==> config.mk <==
export PLATFORM = sky130hd
export DESIGN_NAME = circle_buf_reader
export DESIGN_NICKNAME = d
export VERILOG_FILES = /design/src/rtl/circle_buf_reader.sv
export SDC_FILE = /design/constraint.sdc
export NUM_CORES = 1
export LEC_CHECK = 0
export ABC_AREA = 1
export BUFFER_PORTS_ARGS = -buffer_cell sky130_fd_sc_hd__buf_2
export CAP_MARGIN = 20
export CELL_PAD_IN_SITES_DETAIL_PLACEMENT = 0
export CELL_PAD_IN_SITES_GLOBAL_PLACEMENT = 1
export CORE_ASPECT_RATIO = 0.7
export CORE_MARGIN = 1.5
export CORE_UTILIZATION = 44
export CTS_CLUSTER_DIAMETER = 60
export DETAILED_ROUTE_END_ITERATION = 7
export GPL_TIMING_DRIVEN = 0
export HOLD_SLACK_MARGIN = 0.03
export PLACE_DENSITY = 0.89
export SLEW_MARGIN = 15
export SYNTH_ARGS = -nofsm -noshare
export SYNTH_HDL_FRONTEND = slang
export SYNTH_SLANG_ARGS = --single-unit
==> constraint.sdc <==
create_clock -name clk -period 2.45 [get_ports clk]
set_clock_uncertainty 0.2 [all_clocks]
set_input_delay 0.49 -clock clk [delete_from_list [all_inputs] [get_ports clk]]
set_output_delay 0.49 -clock clk [all_outputs]
set_load 0.05 [all_outputs]
==> src/rtl/circle_buf_reader.sv <==
// rtl/circle_buf_reader.sv - read-side sweep engine for the circular capture buffer
// Sweeps the buffer once per captured frame and re-emits words as a framed valid/ready stream.
module circle_buf_reader #(
  parameter int aw = 6,
  parameter int dw = 16,
  parameter int rl = 1,
  parameter int fd = 4
) (
  input  logic          clk,
  input  logic          reset,
  input  logic          enable,
  input  logic          cont,
  input  logic          data_gate,
  output logic [aw-1:0] addr_r,
  output logic          stb_r,
  input  logic [dw-1:0] data_r,
  input  logic          trig_out,
  output logic [dw-1:0] o_data,
  output logic          o_trig,
  output logic          o_sof,
  output logic          o_eof,
  output logic          o_valid,
  input  logic          o_ready,
  output logic          frame_done,
  output logic [15:0]   frame_count,
  output logic          abort_err
);

  localparam int ew = dw + 3;
  localparam int pw = (fd > 1) ? $clog2(fd) : 1;
  localparam int cw = $clog2(fd + 1);

  typedef enum logic [1:0] {IDLE, READ, DRAIN, DONE} state_t;

  state_t        state_q;
  logic [aw-1:0] addr_q;
  logic          armed_q;
  logic          abort_q;
  logic          done_q;
  logic [15:0]   count_q;

  // Per in-flight read: valid, first-address and last-address flags
  logic [rl:1]   pv_q;
  logic [rl:1]   pf_q;
  logic [rl:1]   pl_q;

  logic [ew-1:0] mem_q [fd];
  logic [pw-1:0] wr_q, wr_d;
  logic [pw-1:0] rd_q, rd_d;
  logic [cw-1:0] occ_q, occ_d;

  int            inflight;
  logic          wr_en;
  logic          rd_en;
  logic          last_addr;

  function automatic logic [pw-1:0] bump(input logic [pw-1:0] p);
    return (p == pw'(fd - 1)) ? '0 : p + pw'(1);
  endfunction

  always_comb begin
    inflight = 0;
    for (int i = 1; i <= rl; i++) inflight += int'(pv_q[i]);
  end

  assign last_addr = (addr_q == {aw{1'b1}});
  // Credit check covers both buffered words and reads still in the buffer pipeline
  assign stb_r     = (state_q == READ) && data_gate && ((int'(occ_q) + inflight) < fd);
  assign wr_en     = pv_q[rl];
  assign o_valid   = (occ_q != '0);
  assign rd_en     = o_valid && o_ready;

  assign {o_data, o_trig, o_sof, o_eof} = o_valid ? mem_q[rd_q] : '0;

  assign addr_r      = addr_q;
  assign frame_done  = done_q;
  assign frame_count = count_q;
  assign abort_err   = abort_q;

  always_ff @(posedge clk) begin
    if (reset) begin
      pv_q <= '0;
      pf_q <= '0;
      pl_q <= '0;
    end else begin
      pv_q[1] <= stb_r;
      pf_q[1] <= (addr_q == '0);
      pl_q[1] <= last_addr;
      for (int i = 2; i <= rl; i++) begin
        pv_q[i] <= pv_q[i-1];
        pf_q[i] <= pf_q[i-1];
        pl_q[i] <= pl_q[i-1];
      end
    end
  end

  always_comb begin
    wr_d  = wr_q;
    rd_d  = rd_q;
    occ_d = occ_q;
    if (wr_en) wr_d = bump(wr_q);
    if (rd_en) rd_d = bump(rd_q);
    if (wr_en && !rd_en) occ_d = occ_q + cw'(1);
    else if (!wr_en && rd_en) occ_d = occ_q - cw'(1);
  end

  always_ff @(posedge clk) begin
    if (wr_en) mem_q[wr_q] <= {data_r, trig_out, pf_q[rl], pl_q[rl]};
  end

  always_ff @(posedge clk) begin
    if (reset) begin
      wr_q  <= '0;
      rd_q  <= '0;
      occ_q <= '0;
    end else begin
      wr_q  <= wr_d;
      rd_q  <= rd_d;
      occ_q <= occ_d;
    end
  end

  always_ff @(posedge clk) begin
    if (reset) begin
      state_q <= IDLE;
      addr_q  <= '0;
      armed_q <= 1'b1;
      abort_q <= 1'b0;
      done_q  <= 1'b0;
      count_q <= '0;
    end else begin
      done_q <= 1'b0;
      case (state_q)
        IDLE: begin
          if (enable && data_gate && armed_q) begin
            state_q <= READ;
            addr_q  <= '0;
            armed_q <= 1'b0;
          end else if (!data_gate) begin
            armed_q <= 1'b1;
          end
        end
        READ, DRAIN: begin
          // Losing the gate abandons the sweep; already-fetched words still drain out
          if (!data_gate) begin
            abort_q <= 1'b1;
            armed_q <= 1'b0;
            addr_q  <= '0;
            state_q <= IDLE;
          end else if (state_q == READ) begin
            if (stb_r) begin
              addr_q <= addr_q + aw'(1);
              if (last_addr) state_q <= DRAIN;
            end
          end else if (occ_q == '0 && inflight == 0) begin
            state_q <= DONE;
            done_q  <= 1'b1;
            count_q <= count_q + 16'd1;
          end
        end
        DONE: begin
          armed_q <= cont;
          state_q <= IDLE;
        end
        default: state_q <= IDLE;
      endcase
    end
  end

endmodule

==> flow_metrics.env, run 1 <==
export IMPL_status="finished, final reports clean"
export IMPL_worst_ir_drop_vdd_v=0.000577
export IMPL_port_buffers=66
export IMPL_hold_viol=0
export IMPL_coreArea_mm2=0.0111
export IMPL_vias=3911
export IMPL_syn_nets=557
export IMPL_syn_cell_area_mm2=0.00500
export IMPL_drt_iter0_markers=296
export IMPL_r2r_setup_slack_ps=440
export IMPL_ios=68
export IMPL_die_y_um=92.2
export IMPL_drv_cap=0
export IMPL_start_util=0.452
export IMPL_dp_cells=740
export IMPL_die_area_mm2=0.0120
export IMPL_grt_pass1_vias=3728
export IMPL_final_cell_mix="nor2_1, edfxtp_1, nand2_1, buf_2, inv_1"
export IMPL_syn_area_per_cell_um2=9.59
export IMPL_synthArstFlopShare=0
export IMPL_clockBufferDepth=2
export IMPL_fill_cells=950
export IMPL_reg2regPathDepth=10
export IMPL_grt_max_degree=20
export IMPL_tightestPinTransition_ps=890
export IMPL_crit_path_top_delay_cell="dfxtp_1"
export IMPL_fin_crit_ps=2390
export IMPL_cts_tree="built"
export IMPL_antenna_found_initial=0
export IMPL_synthCells=521
export IMPL_clk_latency_ps=410
export IMPL_worst_ep_arrival_time_ps=1700
export IMPL_hpwl_um=7450
export IMPL_clock_sinks=115
export IMPL_diodes=0
export IMPL_grt_pass1_wl_um=18000
export IMPL_ys_ff_latch=115
export IMPL_critPathCaptureType="primary output"
export IMPL_hold_buffers=0
export IMPL_regArea_mm2=0.00307
export IMPL_slew_violations=0
export IMPL_crit_chain="buf_4 > clkbuf_8 > nor2_1 > o21ai_2 > a21oi_4 > buf_6"
export IMPL_multi_input_comb_area_mm2=0.00177
export IMPL_drive_gt1_frac=0.235
export IMPL_cts_root_buffer_cell="clkbuf_16"
export IMPL_rr_endpoint="frame_count[15]$_SDFFE_PP0P_"
export IMPL_hold_class="primary input to flop"
export IMPL_ys_seq_area_frac=0.613
export IMPL_detail_route_wl_per_cell_um=14.9
export IMPL_dr_pass1_iters=5
export IMPL_rows=32
export IMPL_yosys_warnings=0
export IMPL_viasPerCell=5.05
export IMPL_synth_edff_count=76
export IMPL_fmax_mhz=419
export IMPL_syn2layout_area_growth_pct=28.4
export IMPL_gp_congestion=0.828
export IMPL_grt_ovfl_total=0
export IMPL_power_density_mw_per_mm2=1260
export IMPL_drc=0
export IMPL_required_ps=1760
export IMPL_layoutNonFillerInstCount=775
export IMPL_synth_cell_types=34
export IMPL_rsz0062_at_grt="true"
export IMPL_finalNetCount=645
export IMPL_period_share=0.975
export IMPL_p_leak_uw=0.00260
export IMPL_r2r_start="state_q[1]$_SDFFE_PP0P_"
export IMPL_grt_use_total=0.200
export IMPL_wl_um=11500
export IMPL_max_stage_delay_ps=330
export IMPL_antenna_left=0
export IMPL_cts_buffers=17
export IMPL_h_tree_depth=4
export IMPL_total_power_uw=8110
export IMPL_worstSetupEndpoint="o_data[7]"
export IMPL_setup_viol_count_final=0
export IMPL_crit_path_start_kind="flop"
export IMPL_path_clk_slew_ps=60
export IMPL_final_common_cell="nor2_1"
export IMPL_crit_type="flop to primary output"
export IMPL_slew_headroom=0.406
export IMPL_cp_max_fo=10
export IMPL_die_width_um=130
export IMPL_synth_ff_type="edfxtp_1"
worst max-delay path: cells and delay by family (launching register included):
kind            cells  cell delay, ps
flops               1             330
compound gates      2             270
buf+inv             3             540
simple gates        1             150
logic make-up (layout without fill, tap and decap cells):
logic type               after synthesis  after routing  share of synthesized area
buffers and inverters                 67            168                     0.0538
adder cells (fa/ha/maj)               13             13                     0.0340
flip-flops                           115            115                      0.613
AND/OR/NAND/NOR                      231            231                      0.196
AO/OA/AOI/OAI                         89             89                     0.0926
XOR/XNOR                               6              6                     0.0105
registers in the layout, indices dropped and copies added (netlist names), named ones only:
register,cells
pf_q,1
pl_q,1
armed_q,1
state_q,2
occ_q,3
wr_q,2
frame_count,16
rd_q,2
addr_r,6
pv_q,1
frame_done,1
abort_err,1
mem_q,76
through the flow:
step	utilization	hold slack, ps	TNS [ps]	setup slack (ps)	instance area (um^2)
CTS	0.570	83.3	0	3.10	6300
detailed placement	0.508	259	-982	-131	5620
floorplan	-	238	0	31.8	5090
finish	0.581	90.2	0	60.8	6420
global placement	0.508	252	-755	-105	5620
global route	0.581	88.5	0	0.709	6420
report_power, final:
group	internal, uW	total (uW)	switching, uW
logic	1190	3530	2330
clock network	1380	2250	875
registers	2220	2330	106
synth_stat cells, types with 2 or more instances:
cell type / instances / area share
inv_1: 46 / 0.035
nor3_1: 5 / 0.0050
nand4_1: 9 / 0.011
nor2_1: 120 / 0.090
a21oi_1: 38 / 0.038
nand2_2: 4 / 0.0050
ha_1: 12 / 0.030
edfxtp_1: 76 / 0.46
clkbuf_1: 9 / 0.0068
clkinv_1: 2 / 0.0015
dfxtp_1: 39 / 0.16
buf_2: 7 / 0.0070
nand2_1: 68 / 0.051
xor2_1: 5 / 0.0088
o21ai_0: 45 / 0.045
nand3_1: 18 / 0.018
how the worst min path moves through the flow:
stage	start	to	slack [ps]	cells past startpoint
after floorplan	pl_q$_SDFF_PP0_	mem_q[0][0]$_DFFE_PP_	240	0
after global placement	abort_err$_SDFFE_PP0P_	abort_err$_SDFFE_PP0P_	250	2
after detailed placement	abort_err$_SDFFE_PP0P_	abort_err$_SDFFE_PP0P_	260	2
after CTS	data_r[11]	mem_q[1][14]$_DFFE_PP_	80	1
after global routing	data_r[10]	mem_q[0][13]$_DFFE_PP_	90	1
final	data_r[7]	mem_q[1][10]$_DFFE_PP_	90	1
what timing repair did:
item,4_1_cts,5_1_grt
endpoints found under the setup margin,19,20
pin swaps,1,3
gates cloned,0,2
gates resized for setup,59,36
setup buffers,0,1
hold endpoints to repair,0,0
layer usage:
| layer | GRT usage | vias to the layer above | wire length, um |
|---|---|---|---|
| li1 | - | 1920 | - |
| met1 | 0.268 | 1849 | 5310 |
| met2 | 0.315 | 123 | 5350 |
| met3 | 0.0438 | 19 | 665 |
| met4 | 0.0824 | 0 | 189 |
| met5 | 0 | - | 0 |
layout make-up:
cell class                 instances  share of cell area
timing repair buffer              69              0.0733
multi-input combinational        339               0.276
sequential                       115               0.478
buffer                            17              0.0277
clock buffer                      18              0.0668
inverter                          50              0.0298
tap                              153              0.0298
clock inverter                    14              0.0179
No activity file was read; power rests on OpenSTA's default activity.
==> run 2, diff against run 1 <==
Settings changed: CORE_UTILIZATION 44 to 40, GPL_TIMING_DRIVEN 0 to default, PLACE_DENSITY 0.89 to 0.86.
Clock period 2.45 ns to 2 ns, I/O delays scaled along.
==> flow_metrics.env, run 2 (synthesis gave the netlist of run 1 again) <==
export IMPL_status="finished, violations left"
export IMPL_failed_checks="setup timing"
export IMPL_ios=68
export IMPL_final_common_cell="nor2_1"
export IMPL_total_power_uw=10600
export IMPL_critPathCaptureType="primary output"
export IMPL_h_tree_depth=4
export IMPL_finalNetCount=670
export IMPL_setup_viol_count_final=20
export IMPL_drc=0
export IMPL_crit_type="flop to primary output"
export IMPL_r2r_start="occ_q[2]$_SDFFE_PP0P_"
export IMPL_fmax_mhz=451
export IMPL_met2_usage=0.289
export IMPL_drive_gt1_frac=0.280
export IMPL_die_y_um=96.5
export IMPL_wl_um=11800
export IMPL_grt_max_degree=39
export IMPL_antenna_found_initial=0
export IMPL_cp_num_buf_inv=2
export IMPL_tightestPinTransition_ps=397
export IMPL_largest_register_ffs=76
export IMPL_antenna_left=0
export IMPL_vias=3973
export IMPL_crit_chain="buf_12 > nor2_1 > nor2_1 > o21ai_0 > a21oi_4 > buf_6"
export IMPL_met1_usage=0.240
export IMPL_hold_class="primary input to flop"
export IMPL_globalRoute_busiestLayer="met2"
export IMPL_worst_ir_drop_vdd_v=0.000900
export IMPL_final_cell_mix="nor2_1, edfxtp_1, nand2_1, buf_2, inv_1"
export IMPL_setup_ws_ps=-215
export IMPL_hold_viol=0
export IMPL_gr_usage_met3=0.0485
export IMPL_clockBufferDepth=2
export IMPL_rsz0062_at_grt="true"
export IMPL_slew_violations=0
export IMPL_cts_root_buffer_cell="clkbuf_16"
export IMPL_hpwl_um=7270
export IMPL_fin_crit_ps=2220
export IMPL_period_share=1.11
export IMPL_required_ps=1400
export IMPL_grt_pass1_vias=3703
export IMPL_multi_input_comb_area_mm2=0.00197
export IMPL_syn2layout_area_growth_pct=37.9
export IMPL_diodes=0
export IMPL_regArea_mm2=0.00308
export IMPL_path_clk_slew_ps=50
export IMPL_crit_path_top_delay_cell="dfxtp_4"
export IMPL_drv_cap=0
export IMPL_rows=33
export IMPL_coreArea_mm2=0.0119
export IMPL_regMostFlops="mem_q"
export IMPL_fill_cells=1013
export IMPL_holdWs_ps=49.5
export IMPL_die_area_mm2=0.0132
export IMPL_clk_latency_ps=400
export IMPL_cts_buffers=17
export IMPL_power_density_mw_per_mm2=1540
export IMPL_crit_path_start_kind="flop"
export IMPL_cts_tree="built"
export IMPL_detail_route_wl_per_cell_um=14.6
export IMPL_drt_iter0_markers=201
export IMPL_max_stage_delay_ps=430
export IMPL_dr_pass1_iters=4
export IMPL_worst_ep_arrival_time_ps=1620
export IMPL_port_buffers=67
export IMPL_p_leak_uw=0.00277
export IMPL_start_util=0.419
export IMPL_hold_start="data_r[7]"
export IMPL_crit_top_cell="nor2_1"
export IMPL_die_width_um=137
export IMPL_gp_congestion=0.800
export IMPL_grt_pass1_wl_um=18300
export IMPL_viasPerCell=4.94
export IMPL_grt_use_total=0.183
export IMPL_crit_family="flip-flops"
export IMPL_cp_max_fo=12
export IMPL_slew_headroom=0.734
export IMPL_grt_ovfl_total=0
export IMPL_clock_sinks=115
run 2: changes by cell type in the layout (fill, tap and decap cells not counted), sizes merged:
cell         delta
bufinv          +1
dlygate4sd3    +16
buf            +17
nor2            +1
clkinv          +1
clkinvlp        -2
clkbuf          -9
run 2: final cells by class:
class / instances / share of cell area
Clock buffer: 18 / 0.0623
Inverter: 50 / 0.0287
Multi-Input combinational cell: 340 / 0.286
Sequential cell: 115 / 0.446
Timing Repair Buffer: 110 / 0.128
Clock inverter: 14 / 0.0201
Tap cell: 157 / 0.0285
run 2: timing repair:
item / in CTS / in global routing
buffers inserted: 3 / 5
cloned: 0 / 2
endpoints found under the hold margin: 64 / 0
pin swaps: 3 / 5
endpoints found under the setup margin: 21 / 44
hold buffers: 16 / 0
resized for setup: 74 / 36
run 2: per-layer routing:
metal,routed length (um),vias up
met5,0,-
met4,196,0
met3,452,20
met2,5520,90
met1,5590,1880
li1,-,1983
run 2: power breakdown:
group | internal (uW) | switching [uW] | leakage (uW)
registers | 2730 | 156 | 0.00101
logic | 1740 | 3130 | 0.00149
clock network | 1820 | 1070 | 0.000276
total | 6290 | 4350 | 0.00277
run 2: worst paths after layout:
path	end	slack (ps)	depth (start not counted)
min reg2reg	abort_err$_SDFFE_PP0P_	260	2
max reg2reg	occ_q[2]$_SDFFE_PP0P_	90	11
max	o_data[14]	-220	6
min	mem_q[3][10]$_DFFE_PP_	50	1
run 2: stage by stage:
stage / utilization / setup WS [ps] / cells / area [um^2] / setup TNS [ps]
6_report: 0.578 / -215 / 804 / 6890 / -3720
2_1_floorplan: - / -41.3 / 521 / 5230 / -413
3_3_place_gp: 0.488 / -58.4 / 746 / 5820 / -834
5_1_grt: 0.578 / -296 / 804 / 6890 / -5430
4_1_cts: 0.566 / -222 / 797 / 6750 / -3820
3_5_place_dp: 0.488 / -132 / 746 / 5820 / -1800
run 2: worst reg2reg max path: stages (launching register included):
cell and delay, ps:
dfxtp_2 340, inv_2 100, nand3_4 100, nand2_4 100, ha_1 140, inv_1 80
fa_2 350, nor2_1 110, nor2_1 50, nand2_1 70, o21ai_0 80, a21oi_1 130
==> run 3, diff against run 2 <==
Settings changed: PLACE_DENSITY 0.86 to default, PLACE_DENSITY_LB_ADDON from default to 0.12, RECOVER_POWER from default to 50.
==> flow_metrics.env, run 3 (synthesis gave the netlist of run 1 again) <==
export IMPL_finalNetCount=678
export IMPL_fin_area_mm2=0.00698
export IMPL_h_tree_depth=4
export IMPL_tightestPinTransition_ps=590
export IMPL_regMostFlops="mem_q"
export IMPL_antenna_left=0
export IMPL_drt_iter0_markers=231
export IMPL_hold_viol=0
export IMPL_cp_max_fo=16
export IMPL_rsz0062_at_grt="true"
export IMPL_grt_pass1_wl_um=18700
export IMPL_grt_pass1_vias=3645
export IMPL_pwr_share_clk=0.279
export IMPL_placed_cell_area_mm2=0.00585
export IMPL_m1WireLength_um=5920
export IMPL_place_ws_ps=-127
export IMPL_crit_path_start_kind="flop"
export IMPL_required_ps=1400
export IMPL_reg2regPathDepth=12
export IMPL_cts_tree="built"
export IMPL_wl_um=11900
export IMPL_viasPerCell=4.81
export IMPL_p_leak_uw=0.00279
export IMPL_final_common_cell="nor2_1"
export IMPL_swShare=0.403
export IMPL_fmax_mhz=457
export IMPL_whs_endpoint="mem_q[2][13]$_DFFE_PP_"
export IMPL_period_share=1.09
export IMPL_dr_pass1_iters=4
export IMPL_path_clk_slew_ps=50
export IMPL_holdPathStages=1
export IMPL_grt_max_degree=39
export IMPL_clock_sinks=115
export IMPL_drive_gt1_frac=0.264
export IMPL_failed_checks="setup timing"
export IMPL_die_y_um=96.5
export IMPL_setup_ws_ps=-189
export IMPL_gp_congestion=0.756
export IMPL_critPathCaptureType="primary output"
export IMPL_power_share_combinational=0.456
export IMPL_drc=0
export IMPL_top_layer_used="met4"
export IMPL_clockBufferDepth=2
export IMPL_ios=68
export IMPL_fin_setup_tns_ps=-3470
export IMPL_clk_latency_ps=410
export IMPL_fin_crit_ps=2190
export IMPL_crit_type="flop to primary output"
export IMPL_cts_root_buffer_cell="clkbuf_16"
export IMPL_r2r_setup_slack_ps=-160
export IMPL_cts_buffers=17
export IMPL_vias=3907
export IMPL_rows=33
export IMPL_grt_use_total=0.192
export IMPL_setup_viol_count_final=23
export IMPL_worst_ep_arrival_time_ps=1590
export IMPL_dp_cells=749
export IMPL_start_util=0.419
export IMPL_drv_cap=0
export IMPL_power_density_mw_per_mm2=1560
export IMPL_diodes=0
export IMPL_die_area_mm2=0.0132
export IMPL_worst_ir_drop_vdd_v=0.00102
export IMPL_switchingPower_uw=4380
export IMPL_hold_class="primary input to flop"
export IMPL_port_buffers=67
export IMPL_wl_met3_um=559
export IMPL_slew_headroom=0.607
export IMPL_detail_route_wl_per_cell_um=14.6
export IMPL_hpwl_um=7220
export IMPL_grt_ovfl_total=0
export IMPL_slew_violations=0
export IMPL_rr_endpoint="occ_q[2]$_SDFFE_PP0P_"
export IMPL_antenna_found_initial=0
export IMPL_coreArea_mm2=0.0119
export IMPL_r2r_start="occ_q[2]$_SDFFE_PP0P_"
export IMPL_status="finished, violations left"
export IMPL_die_width_um=137
export IMPL_largest_register_ffs=76
export IMPL_hold_start="data_r[10]"
export IMPL_seq_power_share=0.265
export IMPL_p_int_uw=6480
export IMPL_final_cell_mix="nor2_1, edfxtp_1, nand2_1, inv_1, dfxtp_1"
export IMPL_syn2layout_area_growth_pct=39.6
export IMPL_met2_length_um=5250
export IMPL_layoutNonFillerInstCount=812
## run 3: worst max-delay path: stages (launching register included)
cell and delay, ps:
dfxtp_4 390, buf_8 170, nor2_1 60, nor2_1 70, o21ai_0 140, a21oi_4 180, buf_6 170
## run 3: worst max path at each step
stage                                  to                  start  slack [ps]  cells after the start
floorplan                      o_data[10]  occ_q[1]$_SDFFE_PP0P_         -40                      6
global placement               o_data[10]                   flop         -90                      4
detailed placement                  o_eof                   flop        -130                      4
CTS                            o_data[13]                   flop        -200                      6
global route        occ_q[2]$_SDFFE_PP0P_  occ_q[2]$_SDFFE_PP0P_        -310                     12
finish                          o_data[8]                   flop        -190                      6
## run 3: stage by stage
| step | hold WS [ps] | power, uW | utilization |
|---|---|---|---|
| after floorplan | 238 | 6030 | - |
| after global placement | 247 | 6950 | 0.490 |
| after detailed placement | 257 | 6970 | 0.490 |
| after CTS | 37.7 | 10600 | 0.574 |
| after global routing | 122 | 11400 | 0.585 |
| final | 131 | 10900 | 0.585 |
## run 3: area by class of cell
class	count	area, um^2
well taps	157	196
clock buffers	25	538
fillers	1044	4950
flip-flops and latches	115	3080
repair buffers	118	888
clock inverters	7	66.3
multi-input cells	340	2010
inverters	50	205
## run 3: power by group through the flow
stage,clock network (uW),logic (uW),registers [uW]
floorplan,0,3070,2950
global placement,0,4080,2870
detailed placement,0,4100,2870
CTS,3070,4650,2860
global route,3190,5320,2890
finish,3030,4950,2870
## run 3: layer usage
| layer | GRT usage | up-vias |
|---|---|---|
| met5 | 0 | - |
| met1 | 0.270 | 1826 |
| li1 | - | 1986 |
| met2 | 0.288 | 79 |
| met3 | 0.0480 | 16 |
| met4 | 0.0665 | 0 |
## run 3: what timing repair did
item	4_1_cts	5_1_grt
pin swaps	2	14
hold endpoints to repair	64	0
resized for setup	72	54
gates cloned	0	1
hold buffers	16	0
endpoints found under the setup margin	21	42
buffers inserted	8	7
